File: src/rtl/popcount_seq_ctrl.sv
// popcount_seq_ctrl: sequential population counter for a 255-bit vector.
// The vector is captured into a 256-bit shadow register, with bit 255 held at
// zero. Then CHUNK_W bits are counted on each clock into an 8-bit accumulator.
// The result is returned through a valid/ready handshake.
// Optional feature macro: POPCOUNT_THRESH_EN. It adds the thresh input and the
// out_ge flag, which is a registered compare of the result against a
// threshold captured when the vector is accepted.
//
// state | meaning
// IDLE  | waiting for a vector, in_ready=1
// BUSY  | counting one chunk per cycle, busy=1
// DONE  | result held on out_count, out_valid=1 until out_ready
module popcount_seq_ctrl #(
  parameter int CHUNK_W = 16
) (
  input  logic         clk,
  input  logic         rst_n,
  input  logic         clear,
  input  logic         in_valid,
  output logic         in_ready,
  input  logic [254:0] in_data,
  output logic         out_valid,
  input  logic         out_ready,
  output logic [7:0]   out_count,
  output logic         busy
`ifdef POPCOUNT_THRESH_EN
  ,
  input  logic [7:0]   thresh,
  output logic         out_ge
`endif
);

  localparam int NCHUNK = 256 / CHUNK_W;
  localparam int IDX_W  = (NCHUNK > 1) ? $clog2(NCHUNK) : 1;
  localparam logic [IDX_W-1:0] LAST_IDX = IDX_W'(NCHUNK - 1);

  typedef enum logic [1:0] {
    IDLE = 2'd0,
    BUSY = 2'd1,
    DONE = 2'd2
  } state_t;

  state_t           state;
  logic [255:0]     shadow;
  logic [7:0]       acc;
  logic [IDX_W-1:0] idx;
  logic [CHUNK_W-1:0] chunk;
  logic [8:0]       chunk_ones;
  logic [7:0]       acc_next;
`ifdef POPCOUNT_THRESH_EN
  logic [7:0]       thresh_q;
`endif

  // Count the ones in the chunk that idx selects. The accumulator cannot wrap
  // because bit 255 of the shadow register is always zero.
  always_comb begin
    chunk      = CHUNK_W'(shadow >> (int'(idx) * CHUNK_W));
    chunk_ones = '0;
    for (int i = 0; i < CHUNK_W; i++) begin
      chunk_ones = chunk_ones + 9'(chunk[i]);
    end
    acc_next = acc + chunk_ones[7:0];
  end

  assign out_count = acc;

  // Control FSM. All handshake and status outputs are registered with the
  // state. clear has priority over every other input.
  always_ff @(posedge clk or negedge rst_n) begin
    if (!rst_n) begin
      state     <= IDLE;
      shadow    <= '0;
      acc       <= '0;
      idx       <= '0;
      in_ready  <= 1'b1;
      busy      <= 1'b0;
      out_valid <= 1'b0;
`ifdef POPCOUNT_THRESH_EN
      thresh_q  <= '0;
      out_ge    <= 1'b0;
`endif
    end else if (clear) begin
      state     <= IDLE;
      acc       <= '0;
      idx       <= '0;
      in_ready  <= 1'b1;
      busy      <= 1'b0;
      out_valid <= 1'b0;
`ifdef POPCOUNT_THRESH_EN
      out_ge    <= 1'b0;
`endif
    end else begin
      case (state)
        IDLE: begin
          if (in_valid) begin
            shadow   <= {1'b0, in_data};
            acc      <= '0;
            idx      <= '0;
            state    <= BUSY;
            in_ready <= 1'b0;
            busy     <= 1'b1;
`ifdef POPCOUNT_THRESH_EN
            thresh_q <= thresh;
`endif
          end
        end
        BUSY: begin
          acc <= acc_next;
          idx <= idx + 1'b1;
          if (idx == LAST_IDX) begin
            state     <= DONE;
            busy      <= 1'b0;
            out_valid <= 1'b1;
`ifdef POPCOUNT_THRESH_EN
            out_ge    <= (acc_next >= thresh_q);
`endif
          end
        end
        DONE: begin
          if (out_ready) begin
            state     <= IDLE;
            out_valid <= 1'b0;
            in_ready  <= 1'b1;
          end
        end
        default: begin
          state     <= IDLE;
          in_ready  <= 1'b1;
          busy      <= 1'b0;
          out_valid <= 1'b0;
        end
      endcase
    end
  end

endmodule

File: config.mk
export PLATFORM = sky130hd
export DESIGN_NAME = popcount_seq_ctrl
export DESIGN_NICKNAME = d
export VERILOG_FILES = /design/src/rtl/popcount_seq_ctrl.sv
export SDC_FILE = /design/constraint.sdc
export NUM_CORES = 1
export LEC_CHECK = 0
export BUFFER_PORTS_ARGS = -buffer_cell sky130_fd_sc_hd__clkbuf_2
export CORE_UTILIZATION = 45
export CTS_CLUSTER_SIZE = 25
export DETAILED_ROUTE_END_ITERATION = 8
export PLACE_DENSITY = 0.68
export SLEW_MARGIN = 20
export SYNTH_ARGS = -nofsm -noshare
export SYNTH_HDL_FRONTEND = slang
export SYNTH_SLANG_ARGS = --single-unit
File: constraint.sdc
create_clock -name clk -period 6 [get_ports clk]
set_input_delay 0.6 -clock clk [delete_from_list [all_inputs] [get_ports clk]]
set_output_delay 0.6 -clock clk [all_outputs]
set_load 0.05 [all_outputs]
==> results of run 1 <==
-- metrics by stage --
stage	setup WS (ps)	cell area, um^2	cells	power (mW)	hold slack, ps
2_1_floorplan	715.0	12840	826	4.390	304.4
3_3_place_gp	353.9	14530	1436	4.977	462.0
3_5_place_dp	288.3	14530	1436	5.059	478.1
4_1_cts	277.2	15530	1490	6.899	158.5
5_1_grt	43.63	15530	1493	7.252	188.9
6_report	305.3	15540	1495	6.814	105.1
-- flip-flops by register name (all words and copies together) (netlist names) --
name       flops
shadow       255
out_count      8
out_valid      1
in_ready       1
idx            4
state          2
busy           1
-- cell usage after synthesis (all sizes together), types with 2 or more instances --
master and number:
fa 12, or3b 2, buf 43, mux4 63
nand2b 2, mux2 261, inv 19, ha 9
dfrtp 271, o32ai 2, mux2i 20, o21ai 10
a21oi 18, o31ai 4, nor3b 2, a211oi 9
nor2 14, o21a 2, nor3 2, nand3 3
clkbuf 13, nand2 14, o211ai 2, a22o 2
a32o 2, nor2b 12
-- how the worst min path moves through the flow --
stage	from	end	slack, ps	cells past startpoint
global route	rst_n	shadow[137]	190	1
detailed placement	shadow[5]	shadow[5]	480	1
global placement	shadow[5]	shadow[5]	460	1
finish	rst_n	shadow[137]	110	1
floorplan	rst_n	busy	300	0
CTS	rst_n	shadow[169]	160	1
-- cells by family (layout without fill, tap and decap cells) --
group	count (synthesis)	in the layout	share of synthesized area, %
adder cells (fa/ha/maj)	21	21	2.748
AND/OR/NAND/NOR	55	55	2.261
AO/OA/AOI/OAI	58	58	3.001
flip-flops	272	272	53.02
XOR/XNOR	1	1	0.06822
buffers and inverters	75	361	3.323
multiplexers	344	344	35.58
other	0	5	0
-- routing by layer --
layer	vias up	global-route usage (%)	part of all wire (%)	routed length (um)
li1	3593	-	-	-
met1	4103	27.61	41	12830
met2	243	37.44	48	15250
met3	56	7.009	8.4	2653
met4	12	5.707	2.6	807
met5	-	0	0.23	72
-- area by class of cell --
type	instances	area [um^2]	area share, %
antenna	5	12.51	0.08052
clock buffer	49	963.4	6.200
sequential	272	6814	43.85
multi-input combinational	479	5613	36.12
timing repair buffer	288	1559	10.03
inverter	19	71.32	0.4590
tap	378	473.0	3.044
clock inverter	5	32.53	0.2094
-- where the power goes --
part           internal [mW]  switching, mW
logic                   1.25           1.04
registers               2.38          0.321
clock network           1.09          0.737
total                   4.72           2.10
==> flow_summary.ini, run 1 <==
[die]
die_y_um = 170.9
dieArea_um2 = 29220
die_w_um = 170.9
start_util_pct = 45.97
placeableCoreArea_um2 = 27930
rows = 61
pin_count = 271

[logic_synthesis]
synth_seq_cells = 272
synth_cell_types = 45
seq_area_frac_synth_pct = 53.02
ys_warn_count = 0
ys_top_cells_by_area = dfrtp_1 (53%), mux2_2 (21%), mux4_2 (11%)
synth_top_area_share_pct = 52.81
synth_edf_count = 0
syn_area_per_cell_um2 = 15.55
syn_inst = 826
netlist_area_um2 = 12840
async_flop_share_pct = 100.0
synth_top_flop_cell = dfrtp_1
synth.largest_area_cell = dfrtp_1
synth_fp_nets = 1107

[timing]
period_minus_slack_ps = 5695
final-max-slew-violation-count = 0
final.period_utilization_pct = 94.91
worst_pin_slew_ps = 1055
rsz0062_at_grt = no
clock_skew_ps = 12.63
setup_violations = 0
final.setup.tns_ps = 0
fmaxAchievable_mhz = 175.6
relSlewSlack_pct = 29.66
hold_viol = 0

[clock_network]
cts_root_buffer = clkbuf_16
h-tree-depth = 1
numCtsBuffers = 30
cts_setup_buffers = 0
clock_latency_ps = 550
clkTransAtPathRegs_ps = 60
postCtsHoldBufs = 0
post_cts_resize_count = 0
cts_buffer_depth = 3
clkSinkCount = 272
cts_tree = built

[flow_run]
max_cap_viol_count = 0

[detailed_routing]
route.detailed.drc = 0
vias = 8007
ant_nets = 0
wl_per_cell_um = 21.15
drt_pre_antenna_iters = 4
drtIter0Drc = 487
viasPerCell = 5.356
finalWirelength_mm = 31.61

[worst_setup_path]
critPathCapture = out_count[6]
crit_type = flip-flop to flip-flop
critPathLaunchType = flip-flop
path_buf_inv = 2
worst-path-stages = 15
startpoint = idx[0]
reg2reg_slack_ps = 310
crit_fanout = 18
arrival_ps = 6170
worst_r2r_startpoint = idx[0]
slowest_stage = dfrtp_4
ff2ff_path_depth = 15
crit_chain = buf_4, mux4_2, a211oi_1, a21oi_1, fa_1, fa_1, fa_1, inv_1, fa_1, fa_1, fa_1, nor2b_1, o31ai_1, a2111o_1, o211ai_1
crit_top_cell = fa_1
end_kind = flip-flop
required_ps = 6470
slowest_delay_ps = 610
timing.rr.end = out_count[6]
cp_top_family = adder cells

[layout]
drive_above_1_share_pct = 57.82
final_net_count = 1371
utilization_pct = 55.63
mostFrequentLayoutCells = clkbuf_2 (269), dfrtp_1 (268), mux2_2 (237)
synthToLayoutAreaGrowth_pct = 21.01
final_common_cell = clkbuf_2
nFillCells = 2367

[grt]
grt_usage_pct = 22.19
grt_pass1_wl_mm = 48.82
grt_max_degree = 170
grt_pass1_vias = 8624
antenna_found_initial = 10
grt.overflow.total = 0

[power_and_ir_drop]
p_per_area_nw_per_um2 = 438.5
peakVddDrop_uv = 310.5
p_leak_nw = 6.783

[placed_design]
io_buffer_count = 270
place_congestion = 0.8472
dpl.hpwl_mm = 23.28

[status]
outcome = completed

[hold_path]
hold_path_class = input port to async pin
Note: power is estimated with default switching activity, not from simulation.
==> run 2, diff against run 1 <==
Settings changed: ABC_AREA set to 1, PLACE_DENSITY 0.68 to 0.67, RECOVER_POWER set to 50.
==> run 2 against run 1 <==
  * The run now ends with capacitance limit, slew limit left
  * Die area rose by 4.3%
  * Synthesized cell count up 120%
  * Wire length up 25%
  * Hold slack better by 120 ps
  * Register-to-register slack better by 360 ps
==> flow_summary.ini, run 2 <==
[status]
outcome = finished, violations left
violations = capacitance limit, slew limit

[timing]
final.setup.tns_ps = 0
period_minus_slack_ps = 5336
relSlewSlack_pct = -194.3
setup_violations = 0
final.period_utilization_pct = 88.93
rsz0062_at_grt = no
clock_skew_ps = 26.17
final-max-slew-violation-count = 84
fmaxAchievable_mhz = 187.4
hold_viol = 0
worst_pin_slew_ps = 4414

[layout]
mostFrequentLayoutCells = nand2_1 (985), dfrtp_1 (269), clkbuf_2 (267)
drive_above_1_share_pct = 16.86
multi_input_area_um2 = 5772
nFillCells = 2881
seq_area_um2 = 6813
synthToLayoutAreaGrowth_pct = 17.46
final_common_cell = nand2_1
top_register = shadow
largest_reg_flops = 255
final_net_count = 2308
antenna_cells = 0

[power_and_ir_drop]
p_leak_nw = 8.812
power.share.combinational_pct = 33.3
peakVddDrop_uv = 296.9
power_mw = 6.648
p_per_area_nw_per_um2 = 422.3
switchingPower_mw = 2.404
seqPwrFrac_pct = 39.8
swShare_pct = 36.17
p_clk_share_pct = 26.9
p_int_mw = 4.244

[grt]
grt_pass1_wl_mm = 63.50
antenna_found_initial = 0
grt_usage_pct = 26.43
grt_pass1_vias = 12030
grt.overflow.total = 0
grt_max_degree = 176

[worst_setup_path]
required_ps = 6430
startpoint = idx[0]
reg2reg_slack_ps = 660
worst_r2r_startpoint = idx[0]
timing.rr.end = out_count[6]
arrival_ps = 5770
critPathLaunchType = flip-flop
critPathCapture = out_count[6]
crit_fanout = 136
crit_type = flip-flop to flip-flop
end_kind = flip-flop
ff2ff_path_depth = 24

[placed_design]
io_buffer_count = 270
dpl.hpwl_mm = 27.33
place_congestion = 0.8989

[clock_network]
cts_buffer_depth = 3
clkTransAtPathRegs_ps = 60
numCtsBuffers = 29
cts_root_buffer = clkbuf_16
post_cts_resize_count = 0
cts_setup_buffers = 0
postCtsHoldBufs = 0
cts_tree = built
clkSinkCount = 272
h-tree-depth = 1
clock_latency_ps = 560

[logic_synthesis]
synth_edf_count = 0
synth_top_area_share_pct = 50.60
syn_area_per_cell_um2 = 7.397
netlist_area_um2 = 13400
async_flop_share_pct = 100.0
synth_fp_nets = 2093
synth_cell_types = 27
syn_inst = 1812
seq_area_frac_synth_pct = 50.79
ys_warn_count = 0
synth_commonest_cells = nand2_1 (985), dfrtp_1 (271), nor2_1 (160)
ys_top_cells_by_area = dfrtp_1 (51%), nand2_1 (28%), nor2_1 (4.5%)
synth.most_common_cell = nand2_1
synth.largest_area_cell = dfrtp_1
synth_seq_cells = 272
synth_top_flop_cell = dfrtp_1

[die]
pin_count = 271
rows = 62
dieArea_um2 = 30480
die_w_um = 174.6
die_y_um = 174.6
placeableCoreArea_um2 = 29010
start_util_pct = 46.20

[flow_run]
max_cap_viol_count = 1

[hold_path]
hold_path_class = input port to flip-flop

[detailed_routing]
vias = 12280
route.detailed.drc = 0
ant_nets = 0
drtIter0Drc = 1201
viasPerCell = 5.055
wl_per_cell_um = 16.25
drt_pre_antenna_iters = 5
finalWirelength_mm = 39.48
-- run 2: cell types whose count changed in the layout (fill, tap and decap cells not counted), sizes merged, moves of 63 or more --
| cell | change |
|---|---|
| mux2 | -261 |
| mux4 | -63 |
| nor2 | +146 |
| nand2 | +973 |
| nand3 | +99 |
| o21ai | +84 |
-- run 2: critical path: stages, from the launching register on --
cell,delay [ps]
dfrtp_4,500
buf_12,200
nor2_1,250
nor2_1,60
o21ai_1,130
nand2_1,80
nand2_1,60
nand2_1,70
inv_1,60
nand2_1,70
fa_1,570
fa_1,450
fa_1,540
inv_1,50
fa_1,450
fa_1,440
fa_1,480
inv_1,80
nand3_1,60
nand2_1,90
nand2_1,70
nand2_1,100
nand2_1,60
nand2_1,60
nor2_1,50
-- run 2: worst min-delay path by stage --
| stage | startpoint | end | slack [ps] | cells after the start |
|---|---|---|---|---|
| 6_report | in_data[181] | shadow[181] | 230 | 3 |
| 5_1_grt | in_data[243] | shadow[243] | 230 | 3 |
| 4_1_cts | rst_n | shadow[43] | 60 | 1 |
| 3_5_place_dp | shadow[39] | shadow[39] | 460 | 2 |
| 3_3_place_gp | shadow[158] | shadow[158] | 460 | 2 |
| 2_1_floorplan | rst_n | busy | 300 | 0 |
-- run 2: cells by family after synthesis --
kind of cell | Yosys count | share of synthesized area, %
AND/OR/NAND/NOR | 1253 | 36.18
XOR/XNOR | 1 | 0.06536
adder cells (fa/ha/maj) | 21 | 2.633
buffers and inverters | 156 | 6.208
AO/OA/AOI/OAI | 109 | 4.117
flip-flops | 272 | 50.79
-- run 2: per-layer routing --
layer / global-route usage (%) / routed length [um] / vias up
met5: 0 / 0 / -
met4: 6.884 / 996 / 0
met3: 4.025 / 2769 / 54
met2: 41.87 / 18000 / 446
met1: 38.01 / 17710 / 5797
li1: - / - / 5987
-- run 2: power by group through the flow --
| stage | combinational (mW) | clock (mW) | sequential (mW) |
|---|---|---|---|
| floorplan | 1.62 | 0 | 2.59 |
| global placement | 2.15 | 0 | 2.66 |
| detailed placement | 2.20 | 0 | 2.66 |
| CTS | 2.22 | 1.81 | 2.64 |
| global route | 2.58 | 1.90 | 2.70 |
| finish | 2.21 | 1.79 | 2.65 |
-- run 2: per-stage QoR --
step	hold slack [ps]	std cells	util [%]	setup slack, ps	area [um^2]
finish	228.5	2430	54.26	664.4	15740
global route	230.3	2430	54.26	233.4	15740
CTS	60.10	2430	54.33	739.1	15760
detailed placement	460.5	2380	51.09	757.0	14820
global placement	458.3	2380	51.09	804.9	14820
floorplan	304.4	1812	-	1349	13400
-- run 2: final cells by class --
type	count	area share, %
flip-flops and latches	272	43.28
inverters	52	1.303
clock inverters	13	0.7868
multi-input cells	1384	36.66
clock buffers	37	5.182
well taps	384	3.052
repair buffers	288	9.736
==> run 3, diff against run 2 <==
Settings changed: RECOVER_POWER 50 to not set.
==> run 3 against run 2 <==
  * The flow now finishes without violations
  * Global-route usage stayed put
  * Clock skew shrank 3.8 ps
  * Count of clock-buffer cells in the layout unchanged
  * Hold slack got worse by 200 ps
  * Via count up 0.23%
  * Total power barely moved
  * Sequential share of layout area fell by 0.052 points
  * Largest cell class unchanged
  * Highest routed layer unchanged
==> flow_summary.ini, run 3 (same netlist as run 2, synthesis figures left out) <==
[layout]
fin_area_um2 = 15760
utilization_pct = 54.33
final_net_count = 2308
final_common_cell = nand2_1
synthToLayoutAreaGrowth_pct = 17.60
antenna_cells = 0
drive_above_1_share_pct = 17.06
largest_reg_flops = 255
top_register = shadow
mostFrequentLayoutCells = nand2_1 (985), dfrtp_1 (269), clkbuf_2 (269)

[timing]
whs_ps = 30.75
fin_ws_ps = 703.5
fmaxAchievable_mhz = 188.8
final-max-slew-violation-count = 0
period_minus_slack_ps = 5297
worst_pin_slew_ps = 1076
clock_skew_ps = 22.32
setup_violations = 0
relSlewSlack_pct = 28.29
hold_viol = 0
final.period_utilization_pct = 88.28
final.setup.tns_ps = 0
rsz0062_at_grt = no

[die]
placeableCoreArea_um2 = 29010
rows = 62
die_y_um = 174.6
dieArea_um2 = 30480
pin_count = 271
start_util_pct = 46.20
die_w_um = 174.6

[clock_network]
h-tree-depth = 1
clkSinkCount = 272
clock_latency_ps = 560
postCtsHoldBufs = 0
cts_buffer_depth = 3
cts_root_buffer = clkbuf_16
cts_setup_buffers = 0
cts_tree = built
numCtsBuffers = 29
post_cts_resize_count = 0
clkTransAtPathRegs_ps = 60

[grt]
grt_usage_pct = 26.43
antenna_found_initial = 0
grt.overflow.total = 0
grt_max_degree = 176
grt_pass1_vias = 12030
grt_pass1_wl_mm = 63.50

[worst_setup_path]
required_ps = 6430
critPathLaunchType = flip-flop
crit_type = flip-flop to flip-flop
timing.rr.end = out_count[6]
worst_r2r_startpoint = idx[0]
arrival_ps = 5730
reg2reg_slack_ps = 700
end_kind = flip-flop
crit_fanout = 136
ff2ff_path_depth = 24

[placed_design]
dpl.hpwl_mm = 27.33
place_congestion = 0.8989
pre_cts_ws_ps = 757.0
io_buffer_count = 270
placed_area_um2 = 14820

[detailed_routing]
ant_nets = 0
finalWirelength_mm = 39.50
viasPerCell = 5.067
drt_pre_antenna_iters = 6
wl_per_cell_um = 16.25
route.detailed.drc = 0
vias = 12310
drtIter0Drc = 1232

[hold_path]
hold_path_class = input port to async pin

[power_and_ir_drop]
p_leak_nw = 8.826
peakVddDrop_uv = 295.2
p_per_area_nw_per_um2 = 421.5

[flow_run]
max_cap_viol_count = 0

[status]
outcome = completed
run 3: changes by cell type in the layout (fill, tap and decap cells not counted):
cell,delta
clkbuf_1,-3
nor3_2,+1
buf_8,+1
clkbuf_2,+2
nor3_1,-1
run 3: worst max-delay path by stage:
stage          startpoint            to  slack (ps)  cells after the start
4_1_cts            idx[1]  out_count[6]         740                     24
5_1_grt            idx[0]  out_count[6]         380                     24
3_3_place_gp       idx[0]  out_count[6]         800                     22
6_report           idx[0]  out_count[6]         700                     24
3_5_place_dp       idx[0]  out_count[6]         760                     22
2_1_floorplan      idx[0]  out_count[6]        1350                     23
run 3: cell type report:
type                    count  area [um^2]
clock inverters            13        123.9
multi-input cells        1384         5777
inverters                  52        205.2
repair buffers            288         1546
clock buffers              37        815.8
well taps                 384        480.5
fillers                  2881        13250
flip-flops and latches    272         6813
run 3: stage by stage:
| stage | cells | power, mW |
|---|---|---|
| 2_1_floorplan | 1812 | 4.205 |
| 3_3_place_gp | 2380 | 4.817 |
| 3_5_place_dp | 2380 | 4.860 |
| 4_1_cts | 2430 | 6.667 |
| 5_1_grt | 2430 | 7.176 |
| 6_report | 2430 | 6.643 |
run 3: where the power goes:
group	switching, mW	internal, mW	leakage (nW)
Combinational	1.35	0.866	4.97
Clock	0.745	1.04	0.467
Sequential	0.309	2.34	3.39
Total	2.40	4.24	8.83
run 3: critical path, cell delays in order (launching register included):
cell	delay, ps
dfrtp_4	500
buf_12	230
nor2_1	230
nor2_1	60
o21ai_1	130
nand2_1	80
nand2_1	60
nand2_1	80
inv_1	60
nand2_1	70
fa_1	570
fa_1	450
fa_1	540
inv_1	50
fa_1	450
fa_1	440
fa_1	480
inv_1	80
nand3_1	60
nand2_1	90
nand2_1	70
nand2_1	100
nand2_1	60
nand2_1	60
nor2_1	50
run 3: metal layers:
layer  global-route usage [%]  routed length [um]  up-vias
li1                         -                   -     5989
met1                    38.01               17870     5834
met2                    41.87               18020      435
met3                    4.025                2608       54
met4                    6.884                 996        0
met5                        0                   0        -
